**src/rtl/tdc_pkg.sv**
```systemverilog
// Shared types for the TDC measurement sequencer.
// State encoding, TDC select values and the counter width.
package tdc_pkg;

  localparam int MEAS_CNT_W = 16;

  localparam logic TDC_A = 1'b0;
  localparam logic TDC_B = 1'b1;

  typedef enum logic [2:0] {
    S_IDLE,
    S_ARM,
    S_START,
    S_GAP,
    S_STOP,
    S_WAIT_TRIG,
    S_DONE
  } tdc_seq_state_t;

  // Select for the next measurement after a success.
  function automatic logic next_tdc(
    input logic cur,
    input bit   pp
  );
    return pp ? ~cur : TDC_A;
  endfunction

endpackage

```
**src/rtl/tdc_meas_seq_if.sv**
```systemverilog
// Request/result and TDC-mux bundle of the measurement sequencer.
// master drives requests and trigger; slave is the sequencer.
interface tdc_meas_seq_if #(
  parameter int CNT_W = 8
);
  import tdc_pkg::*;

  logic                  req;
  logic [CNT_W-1:0]      delay;
  logic                  trigger;
  logic                  start;
  logic                  stop;
  logic                  cntrl_tdc;
  logic                  busy;
  logic                  done;
  logic                  timeout;
  logic                  tdc_id;
  logic [MEAS_CNT_W-1:0] meas_cnt;

  modport master (
    output req, delay, trigger,
    input  start, stop, cntrl_tdc, busy,
    input  done, timeout, tdc_id, meas_cnt
  );

  modport slave (
    input  req, delay, trigger,
    output start, stop, cntrl_tdc, busy,
    output done, timeout, tdc_id, meas_cnt
  );

endinterface

```
**src/rtl/trig_sync_edge.sv**
```systemverilog
// Two-flop synchronizer for the async TDC trigger
// followed by a registered rising-edge pulse.
module trig_sync_edge (
  input  logic clk,
  input  logic rst,
  input  logic trigger,
  output logic rise
);

  logic [2:0] sh;

  always_ff @(posedge clk) begin
    if (rst) begin
      sh   <= '0;
      rise <= 1'b0;
    end else begin
      sh   <= {sh[1:0], trigger};
      rise <= sh[1] & ~sh[2];
    end
  end

endmodule

```
**src/rtl/tdc_meas_seq.sv**
```systemverilog
// Dual-TDC measurement sequencer: start/stop pulse pair,
// trigger wait with timeout, ping-pong TDC select.
module tdc_meas_seq
  import tdc_pkg::*;
#(
  parameter int CNT_W    = 8,
  parameter int TIMEOUT  = 1000,
  parameter bit PINGPONG = 1'b1
) (
  input logic           clk,
  input logic           rst,
  tdc_meas_seq_if.slave bus
);

  localparam int TW = $clog2(TIMEOUT + 1);
  localparam logic [TW-1:0] T_LAST = TW'(TIMEOUT);

  tdc_seq_state_t        state;
  logic [CNT_W-1:0]      gap_cnt;
  logic [TW-1:0]         to_cnt;
  logic [MEAS_CNT_W-1:0] meas_q;
  logic                  rise;
  logic                  start_q;
  logic                  stop_q;
  logic                  sel_q;
  logic                  busy_q;
  logic                  done_q;
  logic                  to_q;
  logic                  id_q;

  trig_sync_edge u_sync (
    .clk     (clk),
    .rst     (rst),
    .trigger (bus.trigger),
    .rise    (rise)
  );

  always_ff @(posedge clk) begin
    if (rst) begin
      state   <= S_IDLE;
      gap_cnt <= '0;
      to_cnt  <= '0;
      meas_q  <= '0;
      start_q <= 1'b0;
      stop_q  <= 1'b0;
      sel_q   <= TDC_A;
      busy_q  <= 1'b0;
      done_q  <= 1'b0;
      to_q    <= 1'b0;
      id_q    <= 1'b0;
    end else begin
      start_q <= 1'b0;
      stop_q  <= 1'b0;
      done_q  <= 1'b0;
      unique case (state)
        S_IDLE: begin
          if (bus.req) begin
            gap_cnt <= bus.delay;
            busy_q  <= 1'b1;
            state   <= S_ARM;
          end
        end
        S_ARM: begin
          start_q <= 1'b1;
          state   <= S_START;
        end
        S_START: begin
          if (gap_cnt == '0) begin
            stop_q <= 1'b1;
            state  <= S_STOP;
          end else begin
            state <= S_GAP;
          end
        end
        S_GAP: begin
          if (gap_cnt == CNT_W'(1)) begin
            stop_q <= 1'b1;
            state  <= S_STOP;
          end else begin
            gap_cnt <= gap_cnt - 1'b1;
          end
        end
        S_STOP: begin
          to_cnt <= '0;
          state  <= S_WAIT_TRIG;
        end
        // Edge is tested first so it wins over a same-cycle expiry.
        S_WAIT_TRIG: begin
          if (rise) begin
            done_q <= 1'b1;
            to_q   <= 1'b0;
            id_q   <= sel_q;
            meas_q <= meas_q + 1'b1;
            state  <= S_DONE;
          end else if (to_cnt == T_LAST) begin
            done_q <= 1'b1;
            to_q   <= 1'b1;
            id_q   <= sel_q;
            state  <= S_DONE;
          end else begin
            to_cnt <= to_cnt + 1'b1;
          end
        end
        S_DONE: begin
          busy_q <= 1'b0;
          state  <= S_IDLE;
          if (!to_q) begin
            sel_q <= next_tdc(sel_q, PINGPONG);
          end
        end
        default: state <= S_IDLE;
      endcase
    end
  end

  assign bus.start     = start_q;
  assign bus.stop      = stop_q;
  assign bus.cntrl_tdc = sel_q;
  assign bus.busy      = busy_q;
  assign bus.done      = done_q;
  assign bus.timeout   = to_q;
  assign bus.tdc_id    = id_q;
  assign bus.meas_cnt  = meas_q;

endmodule

```
**src/flat_wrapper.sv**
```systemverilog
// flat-port wrapper written by rule: the top's interface ports become plain ports
module tdc_meas_seq_flat import tdc_pkg::*;
#(
  parameter int CNT_W    = 8,
  parameter int TIMEOUT  = 1000,
  parameter bit PINGPONG = 1'b1
)
  (clk, rst, bus_req, bus_delay, bus_trigger, bus_start, bus_stop, bus_cntrl_tdc, bus_busy, bus_done, bus_timeout, bus_tdc_id, bus_meas_cnt);
  tdc_meas_seq_if #(.CNT_W(CNT_W)) bus_i ();
  input logic clk;
  input logic rst;
  input wire logic [$bits(bus_i.req)-1:0] bus_req;
  input wire logic [$bits(bus_i.delay)-1:0] bus_delay;
  input wire logic [$bits(bus_i.trigger)-1:0] bus_trigger;
  output wire logic [$bits(bus_i.start)-1:0] bus_start;
  output wire logic [$bits(bus_i.stop)-1:0] bus_stop;
  output wire logic [$bits(bus_i.cntrl_tdc)-1:0] bus_cntrl_tdc;
  output wire logic [$bits(bus_i.busy)-1:0] bus_busy;
  output wire logic [$bits(bus_i.done)-1:0] bus_done;
  output wire logic [$bits(bus_i.timeout)-1:0] bus_timeout;
  output wire logic [$bits(bus_i.tdc_id)-1:0] bus_tdc_id;
  output wire logic [$bits(bus_i.meas_cnt)-1:0] bus_meas_cnt;
  assign bus_i.req = bus_req;
  assign bus_i.delay = bus_delay;
  assign bus_i.trigger = bus_trigger;
  assign bus_start = bus_i.start;
  assign bus_stop = bus_i.stop;
  assign bus_cntrl_tdc = bus_i.cntrl_tdc;
  assign bus_busy = bus_i.busy;
  assign bus_done = bus_i.done;
  assign bus_timeout = bus_i.timeout;
  assign bus_tdc_id = bus_i.tdc_id;
  assign bus_meas_cnt = bus_i.meas_cnt;
  tdc_meas_seq #(.CNT_W(CNT_W), .TIMEOUT(TIMEOUT), .PINGPONG(PINGPONG)) u_core (.clk(clk), .rst(rst), .bus(bus_i));
endmodule
```
**config.mk**
```make
export PLATFORM = sky130hd
export DESIGN_NAME = tdc_meas_seq_flat
export DESIGN_NICKNAME = d
export VERILOG_FILES = /design/src/rtl/tdc_pkg.sv /design/src/rtl/tdc_meas_seq_if.sv /design/src/rtl/trig_sync_edge.sv /design/src/rtl/tdc_meas_seq.sv /design/src/flat_wrapper.sv
export SDC_FILE = /design/constraint.sdc
export NUM_CORES = 1
export LEC_CHECK = 0
export CAP_MARGIN = 20
export CORE_AREA = 2 2 70 79
export DETAILED_ROUTE_END_ITERATION = 8
export DIE_AREA = 0 0 72 81
export GPL_TIMING_DRIVEN = 1
export PLACE_DENSITY = 0.73
export SLEW_MARGIN = 20
export SYNTH_ARGS = -nofsm -noshare
export SYNTH_HDL_FRONTEND = slang
export SYNTH_SLANG_ARGS = --single-unit
```
**constraint.sdc**
```tcl
create_clock -name clk -period 2 [get_ports clk]
set_input_delay 0.5 -clock clk [delete_from_list [all_inputs] [get_ports clk]]
set_output_delay 0.5 -clock clk [all_outputs]
set_load 0.005 [all_outputs]
```
# --- After elaboration in Yosys (flattened, before gate mapping) ---
# Cells that the tools add are included.
# W data, S select, Z words.
totals:
  regBits: 48
  in_bits: 12
op_classes:
  addsub: 3
  eq_ne: 14
  muxes: 24
  bitwise_logic: 5
  reduce_logical: 14
ops:
  columns: ["cell", "n"]
  rows:
  - ["$mux W10", 2]
  - ["$pmux W10 S2", 1]
  - ["$pmux W3 S6", 1]
  - ["$add A16 B1 Y16 const B", 1]
  - ["$mux W8", 2]
  - ["$pmux W8 S2", 1]
  - ["$mux W3", 5]
  - ["$add A10 B1 Y10 const B", 1]
  - ["$eq A10 B10 Y1 const B", 1]
  - ["$mux W1", 10]
  - ["$eq A3 B3 Y1 const B", 3]
  - ["$reduce_and A3 Y1", 3]
  - ["$eq A8 B1 Y1 const B", 1]
  - ["$logic_not A8 Y1", 1]
  - ["$ne A2 B2 Y1 const B", 4]
  - ["$reduce_and A2 Y1", 4]
  - ["$reduce_bool A2 Y1", 4]
  - ["$sub A8 B1 Y8 const B", 1]
  - ["$eq A3 B2 Y1 const B", 2]
  - ["$not A1 Y1", 4]
  - ["$pmux W1 S2", 2]
  - ["$eq A3 B1 Y1 const B", 1]
  - ["$logic_not A3 Y1", 1]
  - ["$ne A3 B2 Y1 const B", 1]
  - ["other kinds (3)", 3]

# --- Longest topological paths before layout ---
logic_depth:
  depth_word: 4
  depth_mapped: 6
  depth_no_buf: 6

# --- By module ---
# Synthesis repeated with hierarchy kept, for this count alone.
unflattened:
  cells_unflattened: 298
  area_unflattened_um2: 2513.7
by_module_without_submodules:
  columns: ["module", "n_inst", "cells_per_inst", "area_per_inst_um2", "seq_area_each_um2"]
  rows:
  - ["tdc_meas_seq", 1, 290, 2402.3, 880.8]
  - ["trig_sync_edge", 1, 8, 111.4, 80.1]

# --- Worst setup path after synthesis ---
# No wires, ideal clock.
synth_timing:
  path_type: "reg-to-reg"
  from: "reg u_core.gap_cnt[0]"
  to: "reg u_core.gap_cnt[6]"
  arrival_time_ns: 1.448
  path_slack_ns: 0.420
  stages_incl_launch_ff: 7
  path_buffers: 0
  path_cell_list: "dfxtp_1 -> inv_1 -> ha_1 -> or3b_2 -> o31ai_1 -> and3_1 -> o32ai_1"
synth_between:
  elab_chain_cells: 3
  elab_cells_between_ends: 6
  cone_classes: "add/sub: 1; eq/ne: 2; mux: 2; reduce/logical: 1"
synth_lines:
  columns: ["item", "line", "rtl"]
  rows:
  - ["start, declared", "tdc_meas_seq.sv:19", "logic [CNT_W-1:0] gap_cnt;"]
  - ["start signal, assigned", "tdc_meas_seq.sv:58", "gap_cnt <= bus.delay;"]
  - ["start signal, assigned", "tdc_meas_seq.sv:80", "gap_cnt <= gap_cnt - 1'b1;"]
  - ["$sub A8 B1 Y8 / $eq A8 B1 Y1 (equally long branches)", "tdc_meas_seq.sv:80, tdc_meas_seq.sv:76", null]
  - ["$mux W8 / $ne A2 B2 Y1 (equally long branches)", null, null]
  - ["$pmux W8 S2 / $reduce_and A3 Y1 (equally long branches)", null, null]
# Parallel ways exist; a longest one is shown, timed or not. The select of a mux whose other input is x is not followed.
# A chain may end at the register's enable or synchronous reset.

# --- Worst setup path after layout ---
layout_timing:
  from: "in bus_req"
  to: "reg u_core.gap_cnt[6]"
layout_between:
  elab_chain_cells: 2
layout_lines:
  columns: ["item", "line", "rtl"]
  rows:
  - ["start, declared", "flat_wrapper.sv:12", "input wire logic [$bits(bus_i.req)-1:0] bus_req;"]
  - ["$ne A2 B2 Y1 (no source line)", null, null]
  - ["$reduce_and A3 Y1 (no source line)", null, null]
# Every way passes these cells.

==> results_dict.tcl <==
set metrics [dict create \
    ys_top_cells_by_area "dfxtp_1 (39%), a21oi_1 (5.1%), nand4_1 (3.6%), o21ai_0 (3.3%), nor2_1 (3.2%)" \
    die_h_um 81 \
    cp.required_ns 2.22 \
    synth_flop_cell "dfxtp_1" \
    synth_cells 284 \
    rsz0062_at_grt "false" \
    hold_buffers 0 \
    seq_area_frac_synth_pct 39.1 \
    num_rows 28 \
    cellLeakagePower_nw 1.04 \
    cp_max_fo 6 \
    dieArea_mm2 0.00583 \
    min_period_ns 1.81 \
    final.setup.worst_slack_ns 0.193 \
    diodes 0 \
    wire_per_inst_um 13.6 \
    crit_type "in2reg" \
    worstPathArrival_ns 2.03 \
    avgSynthCellArea_um2 8.66 \
    finalSetupViolations 0 \
    clock_insertion_delay_worst_skew_ns 0.31 \
    post-cts-setup-buffers 0 \
    cts_resized 0 \
    drt_iter0_markers 107 \
    async_flop_share_pct 0 \
    critical_path.cell_chain "clkdlybuf4s50_1, or3b_4, a21oi_4, nand2_1, o32ai_1" \
    fin_nets 340 \
    clock-sinks 48 \
    grt_pass1_wl_um 8580 \
    cap_violations 0 \
    io_buffers 34 \
    ys_ff_latch 48 \
    crit_family "simple AND/OR/NAND/NOR gates" \
    clk_pin_slew_worst_paths_ns 0.09 \
    drt_wl_total_um 5220 \
    syn_nets 302 \
    status "finished clean" \
    place_congestion 0.854 \
    cts_max_level 2 \
    yosys.area.top_type_share_pct 39.1 \
    fin_skew_ns 0.00702 \
    start_kind "input pin" \
    slowest_stage "clkdlybuf4s50_1" \
    end_kind "flop" \
    hold_depth 1 \
    yosys_warnings 0 \
    grt_max_degree 33 \
    ant_nets 0 \
    synth_top_area_cell "dfxtp_1" \
    min_from "u_core.u_sync.sh[2]" \
    synth_area_mm2 0.00246 \
    layout_common_cells "dfxtp_1 (48), clkdlybuf4s50_1 (34), a21oi_1 (25), nor2_1 (21), nand2_1 (18)" \
    path_buf_inv 1 \
    dpl.hpwl_um 3780 \
    vias 2199 \
    antenna_found_initial 0 \
    cpPeakStageDelay_ns 0.48 \
    p_per_area_mw_per_mm2 688 \
    vias_per_cell 5.74 \
    cts_buffer_depth 2 \
    tightest_slew_ns 0.504 \
    cts_tree "built" \
    syn2layout_area_growth_pct 22.1 \
    grt-ovfl-total 0 \
    dp_slack_ns -0.122 \
    synth-edff-count 0 \
    io_pins 35 \
    p_total_mw 2.06 \
    final_util_pct 58.3 \
    die_w_um 72 \
    ys_types 51 \
    drc 0 \
    first_pass_iters 4 \
    max_freq_mhz 553 \
    cts-root-buf "clkbuf_8" \
    r2r_slack_ns 0.28 \
    maxSlewHeadroom_pct 66.2 \
    r2r_cells 6 \
    reg2reg_to "u_core.gap_cnt[6]" \
    ir_drop_mv 0.380 \
    maxSlewViolCount 0 \
    grt_pass1_vias 1995 \
    cts_inserted_buffers 5 \
    fin_crit_sh_pct 90.4 \
    hold_end "u_core.u_sync.rise" \
    timing.hold.ws_ns 0.388 \
    worstReg2RegStart "u_core.gap_cnt[0]" \
    mostFrequentLayoutCell "dfxtp_1" \
    layout-drive-gt1-share_pct 9.91 \
    track_usage_pct 18.3 \
    start_util_pct 47.7 \
    n_fill_cell 475 \
    hold_viol 0 \
    core_mm2 0.00515 \
    finalSetupTns_ns 0 \
    hp-class "reg2reg" \
]
worst max path at each step:
stage / from / endpoint / slack [ns] / cells after the start
2_1_floorplan: u_core.gap_cnt[0] / u_core.gap_cnt[6] / 0.42 / 6
3_3_place_gp: bus_req / u_core.gap_cnt[6] / -0.09 / 5
3_5_place_dp: bus_req / u_core.gap_cnt[6] / -0.12 / 5
4_1_cts: bus_req / u_core.gap_cnt[6] / 0.20 / 5
5_1_grt: u_core.gap_cnt[0] / u_core.gap_cnt[6] / 0.13 / 6
6_report: bus_req / u_core.gap_cnt[6] / 0.19 / 5
flip-flops by register name, summed over array words and instances (netlist names):
name	flops
u_core.bus.meas_cnt	16
u_core.to_cnt	10
u_core.gap_cnt	8
u_core.state	3
u_core.u_sync.sh	3
u_core.bus.busy	1
u_core.bus.cntrl_tdc	1
u_core.bus.done	1
u_core.bus.start	1
u_core.bus.stop	1
u_core.bus.tdc_id	1
u_core.bus.timeout	1
u_core.u_sync.rise	1
synth_stat cells (2+ instances only):
| cell type | instances |
|---|---|
| and4_1 | 4 |
| nand3_1 | 3 |
| nand2b_1 | 6 |
| dfxtp_1 | 48 |
| and2_1 | 5 |
| inv_1 | 12 |
| ha_1 | 6 |
| nor2_1 | 21 |
| a311o_1 | 4 |
| nand4_1 | 14 |
| buf_2 | 6 |
| nor3_1 | 3 |
| nor2b_1 | 6 |
| xnor2_1 | 2 |
| buf_6 | 3 |
| a21o_1 | 2 |
| o21ai_0 | 16 |
| a31oi_1 | 6 |
| nor3b_1 | 2 |
| nand2_1 | 18 |
| o32ai_1 | 3 |
| and3_1 | 2 |
| nor4_1 | 4 |
| or3_1 | 12 |
| buf_4 | 2 |
| a21oi_1 | 25 |
| a311oi_1 | 2 |
| clkbuf_1 | 5 |
| or4_1 | 3 |
| mux2i_1 | 2 |
| a31o_2 | 2 |
| o31ai_1 | 8 |
| xor2_1 | 9 |
layer usage:
layer	track usage [%]	up-vias	share of wire [%]
met3	3.85	7	3.4
met2	32.7	44	49
met1	21.9	1036	46
met4	5.66	0	1.5
li1	-	1112	-
met5	0	-	0
power by group:
group	total, mW	internal (mW)	switching (mW)
combinational	0.321	0.148	0.173
clock	0.722	0.377	0.346
sequential	1.02	0.989	0.0326
total	2.06	1.51	0.551
layout make-up:
cell class                 instances  area, um2  share of cell area, %
tap                               60       75.1                   2.50
multi-input combinational        208       1360                   45.1
timing repair buffer              47        450                   15.0
clock inverter                     3       47.5                   1.58
inverter                          12       45.0                   1.50
sequential                        48        961                   32.0
clock buffer                       5       68.8                   2.29
through the flow:
step,cells,cell area [um2]
floorplan,284,2460
global placement,375,2890
detailed placement,375,2890
CTS,383,3000
global route,383,3000
finish,383,3000
worst register-to-register path: cells and delay by family, from the launching register on:
| family | cells | cell delay, ns |
|---|---|---|
| compound gates | 2 | 0.27 |
| fa+ha+maj | 1 | 0.18 |
| buf+inv | 1 | 0.11 |
| flops | 1 | 0.37 |
| simple gates | 2 | 0.69 |
cell families (layout without fill, tap and decap cells):
| family | after synthesis | after routing | synth area share, % |
|---|---|---|---|
| mux | 2 | 2 | 0.814 |
| buf+inv | 28 | 67 | 5.80 |
| xor+xnor | 11 | 11 | 3.92 |
| flops | 48 | 48 | 39.1 |
| simple gates | 114 | 114 | 27.5 |
| compound gates | 75 | 75 | 19.8 |
| fa+ha+maj | 6 | 6 | 3.05 |
Note: power is estimated with default switching activity, not from simulation.
